<file path="config.mk">
export PLATFORM = sky130hd
export DESIGN_NAME = switch_allocator
export DESIGN_NICKNAME = d
export VERILOG_FILES = /design/src/rtl/switch_allocator_pkg.sv /design/src/rtl/switch_allocator_rr_arbiter.sv /design/src/rtl/switch_allocator.sv
export SDC_FILE = /design/constraint.sdc
export NUM_CORES = 1
export LEC_CHECK = 0
export CAP_MARGIN = 20
export CORE_UTILIZATION = 30
export CTS_BUF_LIST = sky130_fd_sc_hd__clkbuf_8
export DETAILED_ROUTE_END_ITERATION = 8
export DONT_BUFFER_PORTS = 1
export HOLD_SLACK_MARGIN = 0.08
export SYNTH_ARGS = -nofsm -noshare
export SYNTH_HDL_FRONTEND = slang
export SYNTH_SLANG_ARGS = --single-unit
</file>
<file path="constraint.sdc">
create_clock -name clk -period 6.83 [get_ports clk]
set_input_delay 1.7075 -clock clk [delete_from_list [all_inputs] [get_ports clk]]
set_output_delay 1.7075 -clock clk [all_outputs]
set_load 0.005 [all_outputs]
</file>
<file path="src/rtl/switch_allocator_pkg.sv">
// ============================================================================
// Module : switch_allocator_pkg
// Brief  : Shared flit-id encodings, port indices and allocator FSM state type.
// Rev    : 1.0  initial release
// ============================================================================
`default_nettype none

package switch_allocator_pkg;

    localparam logic [2:0] HEADER = 3'b001;
    localparam logic [2:0] BODY   = 3'b010;
    localparam logic [2:0] TAIL   = 3'b100;

    localparam int PORT_N = 0;
    localparam int PORT_E = 1;
    localparam int PORT_W = 2;
    localparam int PORT_S = 3;
    localparam int PORT_L = 4;

    localparam logic [2:0] OWNER_NONE = 3'd7;

    typedef logic [0:0] state_t;
    localparam state_t ST_IDLE = 1'b0;
    localparam state_t ST_BUSY = 1'b1;

endpackage

`default_nettype wire

</file>
<file path="src/rtl/switch_allocator_rr_arbiter.sv">
// ============================================================================
// Module : rr_arbiter
// Brief  : Combinational round-robin arbiter; first request at or after ptr.
// Rev    : 1.0  initial release
// ============================================================================
`default_nettype none

module rr_arbiter #(
    parameter int NPORT = 5
) (
    input  logic [NPORT-1:0] req_i,
    input  logic [2:0]       ptr_i,
    output logic [NPORT-1:0] grant_o
);

    logic found;
    int   idx;

    always_comb begin
        grant_o = '0;
        found   = 1'b0;
        idx     = 0;
        for (int k = 0; k < NPORT; k++) begin
            idx = (int'(ptr_i) + k) % NPORT;
            if (!found && req_i[idx]) begin
                grant_o[idx] = 1'b1;
                found        = 1'b1;
            end
        end
    end

endmodule

`default_nettype wire

</file>
<file path="src/rtl/switch_allocator.sv">
// ============================================================================
// Module : switch_allocator
// Brief  : Per-output wormhole switch allocator with round-robin arbitration.
// Rev    : 1.0  initial release
// ============================================================================
`default_nettype none

module switch_allocator
    import switch_allocator_pkg::*;
#(
    parameter int NPORT = 5,
    parameter int FW    = 3
) (
    input  logic                   clk,
    input  logic                   rst,
    input  logic [NPORT-1:0]       in_valid,
    input  logic [NPORT*FW-1:0]    in_flit_id,
    input  logic [NPORT*NPORT-1:0] route_req,
    input  logic [NPORT-1:0]       out_credit,
    output logic [NPORT-1:0]       in_read,
    output logic [NPORT-1:0]       out_valid,
    output logic [NPORT*3-1:0]     xbar_sel,
    output logic [NPORT-1:0]       req_err
);

    state_t     state_q [NPORT];
    state_t     state_d [NPORT];
    logic [2:0] owner_q [NPORT];
    logic [2:0] owner_d [NPORT];
    logic [2:0] rr_q    [NPORT];
    logic [2:0] rr_d    [NPORT];
    logic [NPORT-1:0] req_err_q, req_err_d;

    logic [NPORT-1:0] w_is_head, w_is_tail, w_onehot, w_owned;
    logic [NPORT-1:0] w_src_valid, w_src_tail, w_xfer;
    logic [NPORT-1:0] w_elig  [NPORT];
    logic [NPORT-1:0] w_grant [NPORT];

    // Ownership is derived from registered state only, so all outputs can
    // arbitrate in the same cycle without combinational feedback.
    always_comb begin
        for (int i = 0; i < NPORT; i++) begin
            w_is_head[i] = in_valid[i] && (in_flit_id[FW*i +: FW] == FW'(HEADER));
            w_is_tail[i] = (in_flit_id[FW*i +: FW] == FW'(TAIL));
            w_onehot[i]  = $onehot(route_req[NPORT*i +: NPORT]);
            w_owned[i]   = 1'b0;
            for (int j = 0; j < NPORT; j++) begin
                if (state_q[j] == ST_BUSY && owner_q[j] == 3'(i)) begin
                    w_owned[i] = 1'b1;
                end
            end
        end
    end

    always_comb begin
        for (int j = 0; j < NPORT; j++) begin
            w_elig[j] = '0;
            for (int i = 0; i < NPORT; i++) begin
                w_elig[j][i] = (state_q[j] == ST_IDLE) && w_is_head[i] && w_onehot[i]
                             && route_req[NPORT*i + j] && !w_owned[i];
            end
        end
    end

    for (genvar j = 0; j < NPORT; j++) begin : g_arb
        rr_arbiter #(.NPORT(NPORT)) u_arb (
            .req_i   (w_elig[j]),
            .ptr_i   (rr_q[j]),
            .grant_o (w_grant[j])
        );
    end

    always_comb begin
        for (int j = 0; j < NPORT; j++) begin
            w_src_valid[j] = 1'b0;
            w_src_tail[j]  = 1'b0;
            for (int i = 0; i < NPORT; i++) begin
                if (owner_q[j] == 3'(i)) begin
                    w_src_valid[j] = in_valid[i];
                    w_src_tail[j]  = w_is_tail[i];
                end
            end
            w_xfer[j] = !rst && (state_q[j] == ST_BUSY) && w_src_valid[j] && out_credit[j];

            state_d[j] = state_q[j];
            owner_d[j] = owner_q[j];
            rr_d[j]    = rr_q[j];
            if (state_q[j] == ST_IDLE) begin
                for (int i = 0; i < NPORT; i++) begin
                    if (w_grant[j][i]) begin
                        state_d[j] = ST_BUSY;
                        owner_d[j] = 3'(i);
                    end
                end
            end else if (w_xfer[j] && w_src_tail[j]) begin
                state_d[j] = ST_IDLE;
                owner_d[j] = OWNER_NONE;
                rr_d[j]    = (owner_q[j] == 3'(NPORT-1)) ? 3'd0 : owner_q[j] + 3'd1;
            end
        end
    end

    always_comb begin
        req_err_d = req_err_q;
        for (int i = 0; i < NPORT; i++) begin
            in_read[i] = 1'b0;
            for (int j = 0; j < NPORT; j++) begin
                if (w_xfer[j] && owner_q[j] == 3'(i)) begin
                    in_read[i] = 1'b1;
                end
            end
            if (w_is_head[i]) begin
                req_err_d[i] = !w_onehot[i];
            end
        end
    end

    always_ff @(posedge clk) begin
        if (rst) begin
            for (int j = 0; j < NPORT; j++) begin
                state_q[j] <= ST_IDLE;
                owner_q[j] <= OWNER_NONE;
                rr_q[j]    <= 3'd0;
            end
            req_err_q <= '0;
        end else begin
            for (int j = 0; j < NPORT; j++) begin
                state_q[j] <= state_d[j];
                owner_q[j] <= owner_d[j];
                rr_q[j]    <= rr_d[j];
            end
            req_err_q <= req_err_d;
        end
    end

    always_comb begin
        for (int j = 0; j < NPORT; j++) begin
            xbar_sel[3*j +: 3] = owner_q[j];
        end
    end

    assign out_valid = w_xfer;
    assign req_err   = req_err_q;

endmodule

`default_nettype wire

</file>
==> PnR_summary.wiki <==
{| class="wikitable"
! Metric !! Value
|-
| Total congestion overflow || 0
|-
| Type of the tightest min-delay check || flop to flop
|-
| Minimum clock period after layout || 6190 ps
|-
| Wire length of the first global-routing pass || 90200 um
|-
| DP HPWL || 46500 um
|-
| PnR Total Power || 0.662 mW
|-
| Final setup vio count || 0
|-
| Reg-to-reg setup timing slack || 780 ps
|-
| Proportion of register bits with asynchronous set or reset after synthesis || 0
|-
| Status || complete, but fails checks
|-
| Top layer in use || met5
|-
| Number of global-route vias before repair || 15878
|-
| Post-Route WL || 58000 um
|-
| FMAX || 161 MHz
|-
| Post-route worst hold slack || 516 ps
|-
| Number of cells produced by synthesis || 2195
|-
| Clock transition at path regs || 80 ps
|-
| Pleak || 6.26 nW
|-
| Antenna Nets Post-Route || 0
|-
| Data arrival time of the critical path || 6430 ps
|-
| Clk root buf || clkbuf_8
|-
| Type of destination of the critical path || flop
|-
| Max Fanout on Critical Path || 9
|-
| Number of remaining DRC errors || 2
|-
| Mapped Nets || 2432
|-
| Final Non-Filler Cells || 2814
|-
| Starting density of the core || 0.306
|-
| Detail-routed via count per cell || 6.19
|-
| Number of enable flip-flop cells after synthesis || 0
|-
| Die boundary width || 226 um
|-
| Pins Over Slew Limit || 0
|-
| Prevailing post-synth register cell || dfxtp_1
|-
| Via count || 17412
|-
| Area Overhead vs Synth || 6.26%
|-
| Worst slew slack as a fraction of its limit || 0.282
|-
| Met1 WL || 25100 um
|-
| Setup fix buffers added after clock tree synthesis || 0
|-
| Max-capacitance violation count || 0
|-
| Power per cell area || 41.5 nW/um^2
|-
| Mapped cell area || 15000 sq um
|-
| Post-detailed-route wirelength per cell || 20.6 um
|-
| Share of final-layout standard cells stronger than drive strength 1 || 0.0740
|-
| Number of antenna violations at the first check in global routing || 3
|-
| Num CTS Buffers || 5
|-
| Maximum number of pins on one net before global-route repair || 43
|-
| Placed insts || 2805
|-
| Clock network latency to the later pin of the worst-skew pair || 330 ps
|-
| Nets || 2386
|-
| Launching element of the worst setup path || route_req[20]
|-
| # H-tree levels || 2
|-
| WL met2 || 25700 um
|-
| Launch point of the worst reg-to-reg path || rr_q[0][7]
|-
| Clk sinks || 40
|-
| Final worst-path setup slack || 638 ps
|-
| Max Root-Sink Buffers || 2
|-
| Transition time of the tightest slew-check pin || 1070 ps
|-
| CTS Hold Buffers Added || 0
|-
| Post-Place Worst Slack || 432 ps
|-
| RSZ-0062 raised after global routing || no
|-
| Cts repair resizes || 0
|-
| Number of top-level design ports || 82
|-
| Nature of the critical path startpoint || primary input
|-
| Kind of critical path || primary input to flop
|-
| Count of unique library cells instantiated by Yosys || 98
|-
| Final hold vios || 0
|-
| Hold wc startpoint || req_err[4]
|-
| Final critical-path share of the clock period || 0.907
|-
| Die footprint || 51000 sq um
|-
| Core footprint || 49200 sq um
|-
| Rows || 81
|-
| Required time of the critical path || 7070 ps
|-
| Global-route usage over all layers || 0.220
|-
| Number of warnings reported in the yosys synthesis log || 0
|-
| Average size of a mapped cell || 6.84 sq um
|-
| Die height || 226 um
|-
| Sequential area share after synthesis || 0.0533
|-
| Detailed-routing iteration count for the pre-antenna-repair pass || 9
|-
| Worst IR drop on VDD || 0.0000681 V
|-
| IO buf count || 0
|-
| Initial DRC Count || 1967
|-
| Layout Skew || 12.8 ps
|-
| Routed length on met3 || 5360 um
|-
| GP Congestion || 1.02
|-
| Failing checks || design-rule violations
|-
| Seq cells post-synth || 40
|-
| Summed negative setup slack over all endpoints || 0 ps
|-
| CTS tree || built
|}
[logic make-up after synthesis]
group                      Yosys count  share of synthesized area
AOI/OAI and AO/OA                  688                      0.320
xor gates and xnor gates            47                     0.0284
adders and majority gates          185                      0.160
buffers and inverters              253                     0.0650
DFF                                 40                     0.0533
muxes                               56                     0.0384
and+or+nand+nor                    926                      0.335
[per-layer routing]
metal / global-route usage / vias to the layer above
met2: 0.355 / 795
met1: 0.292 / 8321
met4: 0.0693 / 2
li1: - / 8198
met3: 0.0448 / 96
met5: 0 / -
[through the flow]
stage	utilization	cell area (sq um)
floorplan	-	15000
global placement	0.322	15800
detailed placement	0.322	15800
CTS	0.324	15900
global route	0.325	16000
finish	0.325	16000
[worst max-delay path, stage by stage]
cell,delay [ps]
fa_1,520
inv_1,50
fa_1,350
inv_1,70
ha_1,210
or3_1,460
nor4_1,440
buf_4,210
nor4bb_1,260
o21ai_0,130
o311ai_1,330
nor3_1,200
a311oi_1,400
o2111ai_1,210
nor3b_1,470
a221oi_1,180
a41oi_1,220
[state kept, by name, indices dropped and copies added (netlist names)]
register and count:
req_err 5, rr_q 15, state_q 5, owner_q 15
[layout by cell type (no fill, tap or decap), drive strengths merged, types with 38 or more instances in the layout]
cell type  netlist  routed
nand2          176     176
inv            142     142
nand4           52      52
xnor2           42      42
nor4            42      42
nor3            91      91
o21ai          134     134
a21oi          138     138
mux2i           46      46
ha             174     174
nand2b          39      39
a211oi          38      38
a31oi           39      39
buf             27      51
dfxtp           40      40
nor2b           49      49
or2             43      43
nand3           75      75
nor2           158     158
[report_power, final]
part	internal, mW	switching (mW)
combinational	0.0609	0.0915
sequential	0.240	0.0233
clock	0.144	0.102
total	0.445	0.216
[path summary, 6_finish.rpt]
path / to / depth (start not counted)
worst max-delay path: owner_q[0][3] / 17
worst min-delay path: req_err[4] / 2
worst min register to register: req_err[4] / 2
worst max register to register: owner_q[0][6] / 22
[cells in the mapped netlist, types with 13 or more instances]
cell / n / area share
or4_1: 17 / 0.0085
inv_1: 138 / 0.034
a21oi_1: 133 / 0.044
mux2i_1: 45 / 0.030
o21ai_0: 131 / 0.044
nand3b_1: 31 / 0.015
nor3b_1: 15 / 0.0075
nor4_1: 41 / 0.017
a22oi_1: 16 / 0.0080
or2_2: 40 / 0.017
o22ai_1: 20 / 0.0083
o31ai_1: 20 / 0.010
a21o_1: 20 / 0.010
xnor2_1: 42 / 0.024
dfxtp_1: 40 / 0.053
nor2b_1: 49 / 0.020
a211oi_1: 37 / 0.018
ha_1: 174 / 0.14
nand2_1: 176 / 0.044
a2111oi_0: 14 / 0.0082
o221ai_1: 14 / 0.0082
buf_2: 13 / 0.0043
or3_1: 22 / 0.0092
a311oi_1: 13 / 0.0076
nor2_1: 158 / 0.039
a31oi_1: 39 / 0.016
and2_1: 37 / 0.015
a221oi_1: 18 / 0.010
nand2b_1: 39 / 0.016
nand3_1: 75 / 0.025
nand4_1: 51 / 0.021
o21a_1: 17 / 0.0085
o211ai_1: 21 / 0.010
clkbuf_1: 78 / 0.019
and3_1: 17 / 0.0071
nor3_1: 91 / 0.030
[area by class of cell]
type	count	area, sq um
sequential	40	801
antenna	1	2.50
tap	664	831
clock buffer	5	68.8
fill	5300	33200
timing repair buffer	52	390
multi-input combinational	1902	13200
inverter	148	558
clock inverter	2	60.1
(Power assumes the default switching activity.)
